<file path="src/rtl/tdm_demux_if.sv">
`default_nettype none
// ============================================================================
//  Module   : tdm_demux_if
//  Purpose  : Bundles the serial input side and the parallel output side of
//             the TDM receive demultiplexer.
//  Signals  : din, frame, en, clr_err       driven by the link side (master)
//             q, sel, frame_valid, sync_err  driven by the demux (slave)
//             par_err                        only with TDM_DEMUX_PARITY_EN
//  Config   : TDM_DEMUX_PARITY_EN adds the parity slot and the par_err signal
//  Revision : 1.0  initial release
// ============================================================================
interface tdm_demux_if #(
  parameter int N_CH = 4
);
`ifdef TDM_DEMUX_PARITY_EN
  // The parity slot makes the frame one bit longer, so the slot index must
  // be able to reach N_CH.
  localparam int c_len = N_CH + 1;
`else
  localparam int c_len = N_CH;
`endif
  localparam int SW = $clog2(c_len);

  logic            din;
  logic            frame;
  logic            en;
  logic            clr_err;
  logic [N_CH-1:0] q;
  logic [SW-1:0]   sel;
  logic            frame_valid;
  logic            sync_err;
`ifdef TDM_DEMUX_PARITY_EN
  logic            par_err;

  modport master (
    output din, frame, en, clr_err,
    input  q, sel, frame_valid, sync_err, par_err
  );
  modport slave (
    input  din, frame, en, clr_err,
    output q, sel, frame_valid, sync_err, par_err
  );
`else
  modport master (
    output din, frame, en, clr_err,
    input  q, sel, frame_valid, sync_err
  );
  modport slave (
    input  din, frame, en, clr_err,
    output q, sel, frame_valid, sync_err
  );
`endif
endinterface
`default_nettype wire

</file>
<file path="src/rtl/tdm_demux.sv">
`default_nettype none
// ============================================================================
//  Module   : tdm_demux
//  Purpose  : Receive end of a 1-bit time-division-multiplexed link. Locks to
//             the frame marker, steers each strobed bit into its channel slot
//             and presents all N_CH channels in parallel once per frame.
//  Ports    : clk    system clock, rising edge
//             reset  asynchronous, active-high
//             bus    tdm_demux_if.slave
//                      in : din, frame, en, clr_err
//                      out: q, sel, frame_valid, sync_err (, par_err)
//  Params   : N_CH   channels per frame, 2..16
//  Config   : TDM_DEMUX_PARITY_EN  appends an even-parity slot to each frame;
//             a frame failing parity is dropped and par_err pulses.
//  Revision : 1.0  initial release
// ============================================================================
module tdm_demux #(
  parameter int N_CH = 4
) (
  input  wire logic clk,
  input  wire logic reset,
  tdm_demux_if.slave bus
);

`ifdef TDM_DEMUX_PARITY_EN
  localparam int c_len = N_CH + 1;
`else
  localparam int c_len = N_CH;
`endif
  localparam int c_sw = $clog2(c_len);
  localparam int c_iw = $clog2(N_CH);
  localparam logic [c_sw-1:0] c_one  = c_sw'(1);
  localparam logic [c_sw-1:0] c_last = c_sw'(c_len - 1);

  typedef enum logic [0:0] {
    HUNT = 1'b0,
    LOCK = 1'b1
  } state_t;

  state_t          r_state, w_state_nx;
  logic [N_CH-1:0] r_shadow, w_shadow_nx;
  logic [N_CH-1:0] r_q, w_q_nx;
  logic [c_sw-1:0] r_sel, w_sel_nx;
  logic            r_fv, w_fv_nx;
  logic            r_serr, w_serr_nx;
  logic            w_fault;
`ifdef TDM_DEMUX_PARITY_EN
  logic            r_perr, w_perr_nx;
`endif

  // --------------------------------------------------------------------------
  // State register
  // --------------------------------------------------------------------------
  always_ff @(posedge clk or posedge reset) begin
    if (reset) begin
      r_state  <= HUNT;
      r_shadow <= '0;
      r_q      <= '0;
      r_sel    <= '0;
      r_fv     <= 1'b0;
      r_serr   <= 1'b0;
`ifdef TDM_DEMUX_PARITY_EN
      r_perr   <= 1'b0;
`endif
    end else begin
      r_state  <= w_state_nx;
      r_shadow <= w_shadow_nx;
      r_q      <= w_q_nx;
      r_sel    <= w_sel_nx;
      r_fv     <= w_fv_nx;
      r_serr   <= w_serr_nx;
`ifdef TDM_DEMUX_PARITY_EN
      r_perr   <= w_perr_nx;
`endif
    end
  end

  // --------------------------------------------------------------------------
  // Next-state and output logic
  // --------------------------------------------------------------------------
  always_comb begin
    w_state_nx  = r_state;
    w_shadow_nx = r_shadow;
    w_q_nx      = r_q;
    w_sel_nx    = r_sel;
    w_fv_nx     = 1'b0;
    w_fault     = 1'b0;
`ifdef TDM_DEMUX_PARITY_EN
    w_perr_nx   = 1'b0;
`endif

    if (bus.en) begin
      case (r_state)
        HUNT: begin
          if (bus.frame) begin
            w_shadow_nx[0] = bus.din;
            w_sel_nx       = c_one;
            w_state_nx     = LOCK;
          end
        end

        LOCK: begin
          if (bus.frame) begin
            // A marker anywhere but slot 0 is a framing fault; either way the
            // marker bit starts a fresh frame so we resynchronise at once.
            if (r_sel != '0) begin
              w_fault = 1'b1;
            end
            w_shadow_nx[0] = bus.din;
            w_sel_nx       = c_one;
          end else if (r_sel == '0) begin
            // Marker missing where slot 0 was due: lost sync, drop the bit.
            w_fault    = 1'b1;
            w_state_nx = HUNT;
          end else if (r_sel == c_last) begin
            w_sel_nx = '0;
`ifdef TDM_DEMUX_PARITY_EN
            // Last bit is the even-parity bit over all channel bits.
            if (^{bus.din, r_shadow}) begin
              w_perr_nx = 1'b1;
            end else begin
              w_q_nx  = r_shadow;
              w_fv_nx = 1'b1;
            end
`else
            // The final channel bit goes straight to q so the frame is
            // presented on the same edge that samples it.
            w_q_nx  = {bus.din, r_shadow[N_CH-2:0]};
            w_fv_nx = 1'b1;
`endif
          end else begin
            w_shadow_nx[r_sel[c_iw-1:0]] = bus.din;
            w_sel_nx                     = r_sel + c_one;
          end
        end

        default: begin
          w_state_nx = HUNT;
        end
      endcase
    end

    // A fault in the same cycle as a clear keeps the flag set.
    if (w_fault) begin
      w_serr_nx = 1'b1;
    end else if (bus.clr_err) begin
      w_serr_nx = 1'b0;
    end else begin
      w_serr_nx = r_serr;
    end
  end

  assign bus.q           = r_q;
  assign bus.sel         = r_sel;
  assign bus.frame_valid = r_fv;
  assign bus.sync_err    = r_serr;
`ifdef TDM_DEMUX_PARITY_EN
  assign bus.par_err     = r_perr;
`endif

endmodule
`default_nettype wire

</file>
<file path="src/flat_wrapper.sv">
// flat-port wrapper written by rule: the top's interface ports become plain ports
module tdm_demux_flat 
#(
  parameter int N_CH = 4
)
  (clk, reset, bus_din, bus_frame, bus_en, bus_clr_err, bus_q, bus_sel, bus_frame_valid, bus_sync_err);
  tdm_demux_if #(.N_CH(N_CH)) bus_i ();
  input  wire logic clk;
  input  wire logic reset;
  input wire logic [$bits(bus_i.din)-1:0] bus_din;
  input wire logic [$bits(bus_i.frame)-1:0] bus_frame;
  input wire logic [$bits(bus_i.en)-1:0] bus_en;
  input wire logic [$bits(bus_i.clr_err)-1:0] bus_clr_err;
  output wire logic [$bits(bus_i.q)-1:0] bus_q;
  output wire logic [$bits(bus_i.sel)-1:0] bus_sel;
  output wire logic [$bits(bus_i.frame_valid)-1:0] bus_frame_valid;
  output wire logic [$bits(bus_i.sync_err)-1:0] bus_sync_err;
  assign bus_i.din = bus_din;
  assign bus_i.frame = bus_frame;
  assign bus_i.en = bus_en;
  assign bus_i.clr_err = bus_clr_err;
  assign bus_q = bus_i.q;
  assign bus_sel = bus_i.sel;
  assign bus_frame_valid = bus_i.frame_valid;
  assign bus_sync_err = bus_i.sync_err;
  tdm_demux #(.N_CH(N_CH)) u_core (.clk(clk), .reset(reset), .bus(bus_i));
endmodule
</file>
<file path="config.mk">
export PLATFORM = sky130hd
export DESIGN_NAME = tdm_demux_flat
export DESIGN_NICKNAME = d
export VERILOG_FILES = /design/src/rtl/tdm_demux_if.sv /design/src/rtl/tdm_demux.sv /design/src/flat_wrapper.sv
export SDC_FILE = /design/constraint.sdc
export NUM_CORES = 1
export LEC_CHECK = 0
export BUFFER_PORTS_ARGS = -buffer_cell sky130_fd_sc_hd__buf_2
export CAP_MARGIN = 30
export CELL_PAD_IN_SITES_DETAIL_PLACEMENT = 1
export CELL_PAD_IN_SITES_GLOBAL_PLACEMENT = 2
export CORE_ASPECT_RATIO = 0.8
export CORE_MARGIN = 2
export CORE_UTILIZATION = 32
export DETAILED_ROUTE_END_ITERATION = 7
export GPL_TIMING_DRIVEN = 0
export PLACE_DENSITY_LB_ADDON = 0.1
export RECOVER_POWER = 25
export SYNTH_ARGS = -nofsm -noshare
export SYNTH_HDL_FRONTEND = slang
export SYNTH_SLANG_ARGS = --single-unit
</file>
<file path="constraint.sdc">
create_clock -name clk -period 2.2 [get_ports clk]
set_clock_uncertainty 0.15 [all_clocks]
set_input_delay 0.44 -clock clk [delete_from_list [all_inputs] [get_ports clk]]
set_output_delay 0.44 -clock clk [all_outputs]
set_load 0.01 [all_outputs]
</file>
# After elaboration in Yosys (flattened, before gate mapping)
# Index checks and enable logic that the tools add are counted.
# W data, S select, Z words.
[word_totals] register_bits=13 inputBits=6 output_inout_bits=8 elab_cells=55
[op_classes] add_sub_neg=1 n_lt_le_gt_ge=2 n_eq_ne=4 mux=29 n_bitwise=4 n_reduce_logical=8
[ops] operator="$mux W1" n=20
[ops] operator="$reduce_and A5 Y1" n=2
[ops] operator="$mux W2" n=4
[ops] operator="$ne A3 B3 Y1 const B" n=2
[ops] operator="$bwmux W4" n=1
[ops] operator="$not A1 Y1" n=4
[ops] operator="$pmux W1 S2" n=2
[ops] operator="$pmux W2 S2" n=1
[ops] operator="$reduce_and A4 Y1" n=1
[ops] operator="$reduce_bool A2 Y1" n=2
[ops] operator="$lt A2 B3 Y1 const B" n=1
[ops] operator="$reduce_and A3 Y1" n=1
[ops] operator="$add A2 B1 Y2 const B" n=1
[ops] operator="$demux W1 S2" n=1
[ops] operator="$eq A2 B2 Y1 const B" n=1
[ops] operator="$ge A2 B1 Y1 const B" n=1
[ops] operator="$logic_not A2 Y1" n=1
[ops] operator="$ne A2 B2 Y1 const B" n=1
[ops] operator="$logic_and A1 B1 Y1" n=1

# Logic depth before layout (Yosys ltp)
# Gate-level depths: netlist of run 1.
[depth] ltp_word=9 ltp_mapped=7 mapped_depth_nobuf=7

# Least setup slack after synthesis of run 1
# No wires, ideal clock.
[synth_path] path_kind="reg2reg" start="register u_core.r_sel[0], in the netlist u_core.bus.sel[0]" end="register u_core.r_shadow[0]" setup_time_ns=0.125 arrival_time_ns=1.494 required_ns=1.925 setup_slack_ns=0.432 stages_incl_launch_ff=7 period_less_slack_ns=1.768 cell_sequence="dfrtp_1 > inv_1 > ha_1 > ha_1 > o21ai_0 > o211ai_1 > mux2_2"
[synth_between] elab_chain_cells=9
[synth_lines] item="start: declaration" line_no="tdm_demux.sv:43" rtl="logic [c_sw-1:0] r_sel, w_sel_nx;"
[synth_lines] item="start signal: assignment" line_no="tdm_demux.sv:69" rtl="r_sel <= w_sel_nx;"
[synth_lines] item="$lt A2 B3 Y1 (not written as such) or $ge A2 B1 Y1 (tied branches)" line_no="tdm_demux.sv:132" rtl="w_shadow_nx[r_sel[c_iw-1:0]] = bus.din;"
[synth_lines] item="$logic_and A1 B1 Y1 (not written as such)" line_no="tdm_demux.sv:132"
[synth_lines] item="$mux W1 (not written as such)" line_no="tdm_demux.sv:132"
[synth_lines] item="$demux W1 S2"
[synth_lines] item="$bwmux W4" line_no="tdm_demux.sv:132"
[synth_lines] item="$mux W1" line_no="tdm_demux.sv:115" rtl="end else if (r_sel == c_last) begin"
[synth_lines] item="$mux W1" line_no="tdm_demux.sv:111" rtl="end else if (r_sel == '0) begin"
[synth_lines] item="$mux W1" line_no="tdm_demux.sv:103" rtl="if (bus.frame) begin"
[synth_lines] item="$pmux W1 S2" line_no="tdm_demux.sv:93" rtl="case (r_state)"
[synth_lines] item="end signal: assignment" line_no="tdm_demux.sv:67" rtl="r_shadow <= w_shadow_nx;"
[synth_lines] item="end: declaration" line_no="tdm_demux.sv:41" rtl="logic [N_CH-1:0] r_shadow, w_shadow_nx;"
# Several ways; a longest one is shown, not always the timed one. The select of a mux whose other input is x is not followed.
# A chain may end at the register's enable or synchronous reset.

# Worst setup path in the final report of run 1
[layout_path] start="register u_core.r_sel[0], in the netlist u_core.bus.sel[0]" end="register u_core.r_q[0], in the netlist u_core.bus.q[0]"
[layout_between] elab_chain_cells=3
[layout_lines] item="$logic_not A2 Y1" line_no="tdm_demux.sv:111"
[layout_lines] item="$not A1 Y1 (no source line)"
[layout_lines] item="$reduce_and A5 Y1 (no source line) *"
[layout_lines] item="end signal: assignment" line_no="tdm_demux.sv:68" rtl="r_q <= w_q_nx;"
[layout_lines] item="end: declaration" line_no="tdm_demux.sv:42" rtl="logic [N_CH-1:0] r_q, w_q_nx;"
# Mark *: on every way between the ends. The rest lies on a longest branch, timed or not.

==> results of run 1 <==
[cells in the final DEF (no fill, tap or decap), types with 2 or more instances in the layout]
cell	synthesis	routed
buf_2	0	13
dfrtp_1	12	12
nand2_1	7	7
inv_1	7	7
mux2_2	6	6
ha_1	6	6
o21ai_0	3	3
clkbuf_4	0	3
nor3b_1	2	2
a31oi_1	2	2
o211ai_1	2	2
[logic make-up (layout without fill, tap and decap cells)]
logic type	Yosys count	count (layout)	share of synthesized area [%]
mux	6	6	10.9
simple gates	13	13	11.3
flops	12	12	48.5
fa+ha+maj	6	6	12.1
buf+inv	8	25	5.46
compound gates	11	11	11.7
[power by group through the flow]
stage | logic (uW) | clock network, uW | registers [uW]
5_1_grt | 449 | 200 | 398
4_1_cts | 401 | 186 | 383
2_1_floorplan | 242 | 0 | 401
6_report | 393 | 179 | 380
3_5_place_dp | 399 | 0 | 388
3_3_place_gp | 392 | 0 | 380
[critical path: stages (launching register included)]
cell	delay, ns
dfrtp_1	0.45
inv_1	0.12
ha_1	0.24
inv_1	0.09
ha_1	0.17
nand4_1	0.25
mux2_2	0.35
[cell type report]
class,instances,area (sq um),area share (%)
well taps,24,30.0,4.00
clock buffers,4,36.3,4.83
multi-input cells,36,285,38.0
plain buffers,1,7.51,1.00
repair buffers,13,65.1,8.67
flip-flops and latches,12,300,40.0
inverters,7,26.3,3.50
[worst paths after layout]
check / from / end / slack (ns) / depth (start not counted)
worst max register to register: u_core.bus.sel[0]$_DFFE_PP0P_ / u_core.bus.q[0]$_DFFE_PP0P_ / 0.28 / 6
min in group clk: bus_clr_err / u_core.bus.sync_err$_DFFE_PP0P_ / 0.20 / 2
max in group asynchronous: reset / u_core.bus.sync_err$_DFFE_PP0P_ / 1.56 / 2
worst min register to register: u_core.bus.q[3]$_DFFE_PP0P_ / u_core.bus.q[3]$_DFFE_PP0P_ / 0.34 / 2
worst max-delay path: u_core.bus.sel[0]$_DFFE_PP0P_ / u_core.bus.q[0]$_DFFE_PP0P_ / 0.28 / 6
worst min-delay path: reset / u_core.r_state$_DFFE_PP0P_ / 0.01 / 2
[cell usage after synthesis]
| cell | number | area share (%) |
|---|---|---|
| dfrtp_1 | 12 | 48 |
| inv_1 | 7 | 4.2 |
| nand2_1 | 7 | 4.2 |
| ha_1 | 6 | 12 |
| mux2_2 | 6 | 11 |
| o21ai_0 | 3 | 2.4 |
| a31oi_1 | 2 | 2.0 |
| nor3b_1 | 2 | 2.4 |
| o211ai_1 | 2 | 2.4 |
| a21oi_1 | 1 | 0.81 |
| a32oi_1 | 1 | 1.4 |
| and4b_2 | 1 | 1.8 |
| buf_4 | 1 | 1.2 |
| nand3_1 | 1 | 0.81 |
| nand4_1 | 1 | 1.0 |
| nor2b_1 | 1 | 1.0 |
| o211a_1 | 1 | 1.6 |
| o22ai_1 | 1 | 1.0 |
[metal layers]
layer | GRT usage (%) | share of wire [%] | vias to the layer above | wire, microns
met5 | 0 | 0 | - | 0
met1 | 18.7 | 49 | 219 | 636
li1 | - | - | 228 | -
met2 | 20.5 | 45 | 12 | 578
met3 | 6.21 | 4.6 | 2 | 60
met4 | 6.15 | 1.5 | 0 | 19
[metrics by stage]
stage | util [%] | instances | area, sq um
global route | 40.4 | 97 | 751
floorplan | - | 56 | 619
CTS | 40.4 | 97 | 751
detailed placement | 38.5 | 93 | 714
finish | 40.4 | 97 | 751
global placement | 38.5 | 93 | 714
[sequential cells by signal, summed over array words and instances, names as in the netlist]
name / flops
u_core.bus.q: 4
u_core.r_shadow: 3
u_core.bus.sel: 2
u_core.bus.frame_valid: 1
u_core.bus.sync_err: 1
u_core.r_state: 1
==> impl_metrics.env, run 1 <==
export IMPL_comb_power_share_pct=41.3
export IMPL_seqPwrFrac_pct=39.9
export IMPL_syn_num_nets=68
export IMPL_cts_root_buffer="clkbuf_4"
export IMPL_clkTransAtPathRegs_ns=0.08
export IMPL_htreeDepth=1
export IMPL_p_switching_uw=352
export IMPL_drv_slew=0
export IMPL_grt_max_degree=13
export IMPL_area_delta_synth_final_pct=21.2
export IMPL_fmax_mhz=521
export IMPL_initial_core_util_pct=33.4
export IMPL_dp_hpwl_microns=1000
export IMPL_startpoint_type="flop"
export IMPL_setup_ws_ns=0.280
export IMPL_internal_power_uw=600
export IMPL_swShare_pct=36.9
export IMPL_antenna_found_initial=0
export IMPL_dieHeight_microns=43.4
export IMPL_tns_ns=0
export IMPL_ys_ff_latch=12
export IMPL_route_antenna_remaining_nets=0
export IMPL_worstSkewPairLatency_ns=0.28
export IMPL_p_total_uw=952
export IMPL_hold_path_class="primary input to async pin"
export IMPL_maxCapViolCount=0
export IMPL_die_w_microns=53.2
export IMPL_clkPwrFrac_pct=18.8
export IMPL_power_density_nw_per_um2=1270
export IMPL_cts_buffer_depth=2
export IMPL_syn_avg_cell_area_sq_um=11.1
export IMPL_cts_setup_buffers=0
export IMPL_portBuffers=13
export IMPL_status="complete, no violations"
export IMPL_required_ns=2.21
export IMPL_cp_arrival_ns=1.93
export IMPL_ir_drop_mv=0.575
export IMPL_insertedDiodeCount=0
export IMPL_via_per_inst=4.75
export IMPL_rsz0062_at_grt="false"
export IMPL_setup_viol=0
export IMPL_grt_remaining_overflow=0
export IMPL_cp_end_kind="flop"
export IMPL_coreArea_sq_um=1860
export IMPL_nFillCells=224
export IMPL_cts_tree="yes"
export IMPL_dieArea_sq_um=2310
export IMPL_post_place_ws_ns=0.259
export IMPL_cts_hold_buffers_added=0
export IMPL_fp_row_count=14
export IMPL_grt_usage_pct=14.3
export IMPL_path_class="flop to flop"
export IMPL_timing_final_crit_share_pct=87.3
export IMPL_cts_sinks=12
export IMPL_synthesis_area_sq_um=619
export IMPL_worst_hold_slack_ns=0.0119
export IMPL_crit_fanout=6
export IMPL_ios=14
export IMPL_worst_pin_slew_ns=0.478
export IMPL_ys_types=18
export IMPL_finalHoldViolCount=0
export IMPL_grt_pass1_wl_microns=2270
export IMPL_cts_made_buffers=3
export IMPL_ys_seq_area_share_pct=48.5
export IMPL_fin_nets=86
export IMPL_firstDrtPassIters=2
export IMPL_cts_resized=0
export IMPL_first_global_vias=485
export IMPL_ys_warn_count=0
export IMPL_drt_wl_total_microns=1290
export IMPL_post_route_min_period_ns=1.92
export IMPL_slew_headroom_pct=68.1
export IMPL_syn_inst=56
export IMPL_drive_above_1_share_pct=34.2
export IMPL_vias=461
export IMPL_drc_errors=0
export IMPL_leakage_uw=0.000385
export IMPL_place_gp_congestion=0.725
export IMPL_wl_per_cell_microns=13.3
export IMPL_drt_initial_drc_count=2
Note: power is estimated with default switching activity, not from simulation.
==> run 2: changes to the inputs <==
Settings changed: CORE_UTILIZATION 32 to 34, CTS_BUF_LIST set to sky130_fd_sc_hd__clkbuf_4 sky130_fd_sc_hd__clkbuf_8.
==> run 2 against run 1 <==
- routed wire length rose by 1.5%
- highest routed layer unchanged
- via count up 2.8%
- critical endpoint unchanged
- sequential cell count did not move
- first-iteration DRC count is 50% higher
- register-to-register slack better by 0.04 ns
- maximum frequency rose by 2.2%
- clock power fell by 26%
- final cell count shrank 3.1%
- setup slack improved by 0.041 ns
- worst hold slack improved by 0.0089 ns
- combinational power up 1%
- sequential share of layout area up 0.89 points
==> impl_metrics.env, run 2 (synthesis gave the netlist of run 1 again) <==
export IMPL_status="complete, no violations"
export IMPL_cp_end_kind="flop"
export IMPL_fp_row_count=13
export IMPL_setup_ws_ns=0.320
export IMPL_clkTransAtPathRegs_ns=0.07
export IMPL_insertedDiodeCount=0
export IMPL_drv_slew=0
export IMPL_required_ns=2.21
export IMPL_vias=474
export IMPL_grt_pass1_wl_microns=2280
export IMPL_dieArea_sq_um=2180
export IMPL_dieHeight_microns=42.2
export IMPL_first_global_vias=495
export IMPL_drc_errors=0
export IMPL_grt_max_degree=13
export IMPL_cts_resized=0
export IMPL_layout_commonest_cell="buf_2"
export IMPL_startpoint_type="flop"
export IMPL_cts_root_buffer="clkbuf_4"
export IMPL_antenna_found_initial=0
export IMPL_cts_hold_buffers_added=0
export IMPL_area_delta_synth_final_pct=18.6
export IMPL_seqPwrFrac_pct=41.8
export IMPL_htreeDepth=1
export IMPL_p_switching_uw=347
export IMPL_drt_initial_drc_count=3
export IMPL_hold_path_class="primary input to async pin"
export IMPL_crit_family="flip-flops"
export IMPL_wl_per_cell_microns=14.0
export IMPL_p_total_uw=911
export IMPL_maxCapViolCount=0
export IMPL_reg2reg_to="u_core.bus.q[0]$_DFFE_PP0P_"
export IMPL_post_place_ws_ns=0.300
export IMPL_cts_made_buffers=3
export IMPL_largest_reg_flops=4
export IMPL_fmax_mhz=532
export IMPL_comb_power_share_pct=43.6
export IMPL_clkPwrFrac_pct=14.6
export IMPL_crit_fanout=6
export IMPL_r2r_cells=6
export IMPL_cts_setup_buffers=0
export IMPL_drt_wl_total_microns=1310
export IMPL_place_gp_congestion=0.735
export IMPL_post_route_min_period_ns=1.88
export IMPL_slew_headroom_pct=68.3
export IMPL_path_class="flop to flop"
export IMPL_mostFrequentLayoutCells="buf_2, dfrtp_1, nand2_1, inv_1"
export IMPL_internal_power_uw=564
export IMPL_cts_buffer_depth=2
export IMPL_ir_drop_mv=0.531
export IMPL_grt_usage_pct=14.5
export IMPL_nFillCells=207
export IMPL_worstSkewPairLatency_ns=0.27
export IMPL_swShare_pct=38.1
export IMPL_via_per_inst=5.04
export IMPL_initial_core_util_pct=37.0
export IMPL_setup_viol=0
export IMPL_cp_slowest_stage_delay_ns=0.44
export IMPL_portBuffers=13
export IMPL_crit_path_cell_trace="inv_1 -> ha_1 -> inv_1 -> ha_1 -> nand4_1 -> mux2_2"
export IMPL_worst_pin_slew_ns=0.476
export IMPL_finalHoldViolCount=0
export IMPL_firstDrtPassIters=2
export IMPL_tns_ns=0
export IMPL_route_antenna_remaining_nets=0
export IMPL_grt_remaining_overflow=0
export IMPL_cts_sinks=12
export IMPL_die_w_microns=51.7
export IMPL_reg2reg_slack_ns=0.32
export IMPL_cts_tree="yes"
export IMPL_slowest_stage="dfrtp_1"
export IMPL_crit_buf_inv=2
export IMPL_power_density_nw_per_um2=1240
export IMPL_leakage_uw=0.000377
export IMPL_rsz0062_at_grt="false"
export IMPL_cp_arrival_ns=1.89
export IMPL_coreArea_sq_um=1680
export IMPL_r2r_start="u_core.bus.sel[0]$_DFFE_PP0P_"
export IMPL_ios=14
export IMPL_dp_hpwl_microns=1020
export IMPL_timing_final_crit_share_pct=85.4
export IMPL_fin_nets=86
export IMPL_drive_above_1_share_pct=33.3
-- run 2: worst max-delay path by stage --
stage | startpoint | to | depth (start not counted)
4_1_cts | u_core.bus.sel[0]$_DFFE_PP0P_ | u_core.bus.q[0]$_DFFE_PP0P_ | 6
3_3_place_gp | u_core.bus.sel[0]$_DFFE_PP0P_ | u_core.bus.q[0]$_DFFE_PP0P_ | 6
3_5_place_dp | u_core.bus.sel[0]$_DFFE_PP0P_ | u_core.bus.q[0]$_DFFE_PP0P_ | 6
2_1_floorplan | u_core.bus.sel[0]$_DFFE_PP0P_ | u_core.r_shadow[0]$_DFFE_PP0P_ | 6
6_report | u_core.bus.sel[0]$_DFFE_PP0P_ | u_core.bus.q[0]$_DFFE_PP0P_ | 6
5_1_grt | u_core.bus.sel[0]$_DFFE_PP0P_ | u_core.bus.sel[0]$_DFFE_PP0P_ | 6
-- run 2: final cells by class --
cell class,instances,area [sq um],area share (%)
sequential,12,300,40.9
inverter,7,26.3,3.58
buffer,1,7.51,1.02
clock buffer,3,22.5,3.07
multi-input combinational,36,285,38.8
tap,22,27.5,3.75
timing repair buffer,13,65.1,8.86
-- run 2: routing by layer --
metal	wire (microns)	part of all wire, %	global-route usage, %	vias to the layer above
met5	0	0	0	-
met4	12	0.91	4.74	0
met3	52	4.0	6.43	2
met2	621	47	23.1	10
met1	626	48	17.3	233
li1	-	-	-	229
-- run 2: per-stage QoR --
| step | cells | utilization (%) | hold WS (ns) | instance area (sq um) |
|---|---|---|---|---|
| final | 94 | 43.8 | 0.0208 | 734 |
| after global routing | 94 | 43.8 | 0.0554 | 734 |
| after CTS | 94 | 43.8 | 0.0428 | 734 |
| after detailed placement | 91 | 42.5 | 0.328 | 712 |
| after global placement | 91 | 42.5 | 0.317 | 712 |
| after floorplan | 56 | - | 0.155 | 619 |
-- run 2: worst register-to-register path: cells and delay by family (launching register included) --
kind                       cells  cell delay [ns]
buffers and inverters          2             0.20
and+or+nand+nor                1             0.23
adders and majority gates      2             0.41
muxes                          1             0.34
DFF                            1             0.44
-- run 2: power by group through the flow --
stage | Combinational (uW) | Clock [uW] | Sequential, uW
2_1_floorplan | 242 | 0 | 401
6_report | 397 | 133 | 381
4_1_cts | 405 | 137 | 383
5_1_grt | 450 | 148 | 397
3_3_place_gp | 390 | 0 | 382
3_5_place_dp | 402 | 0 | 388
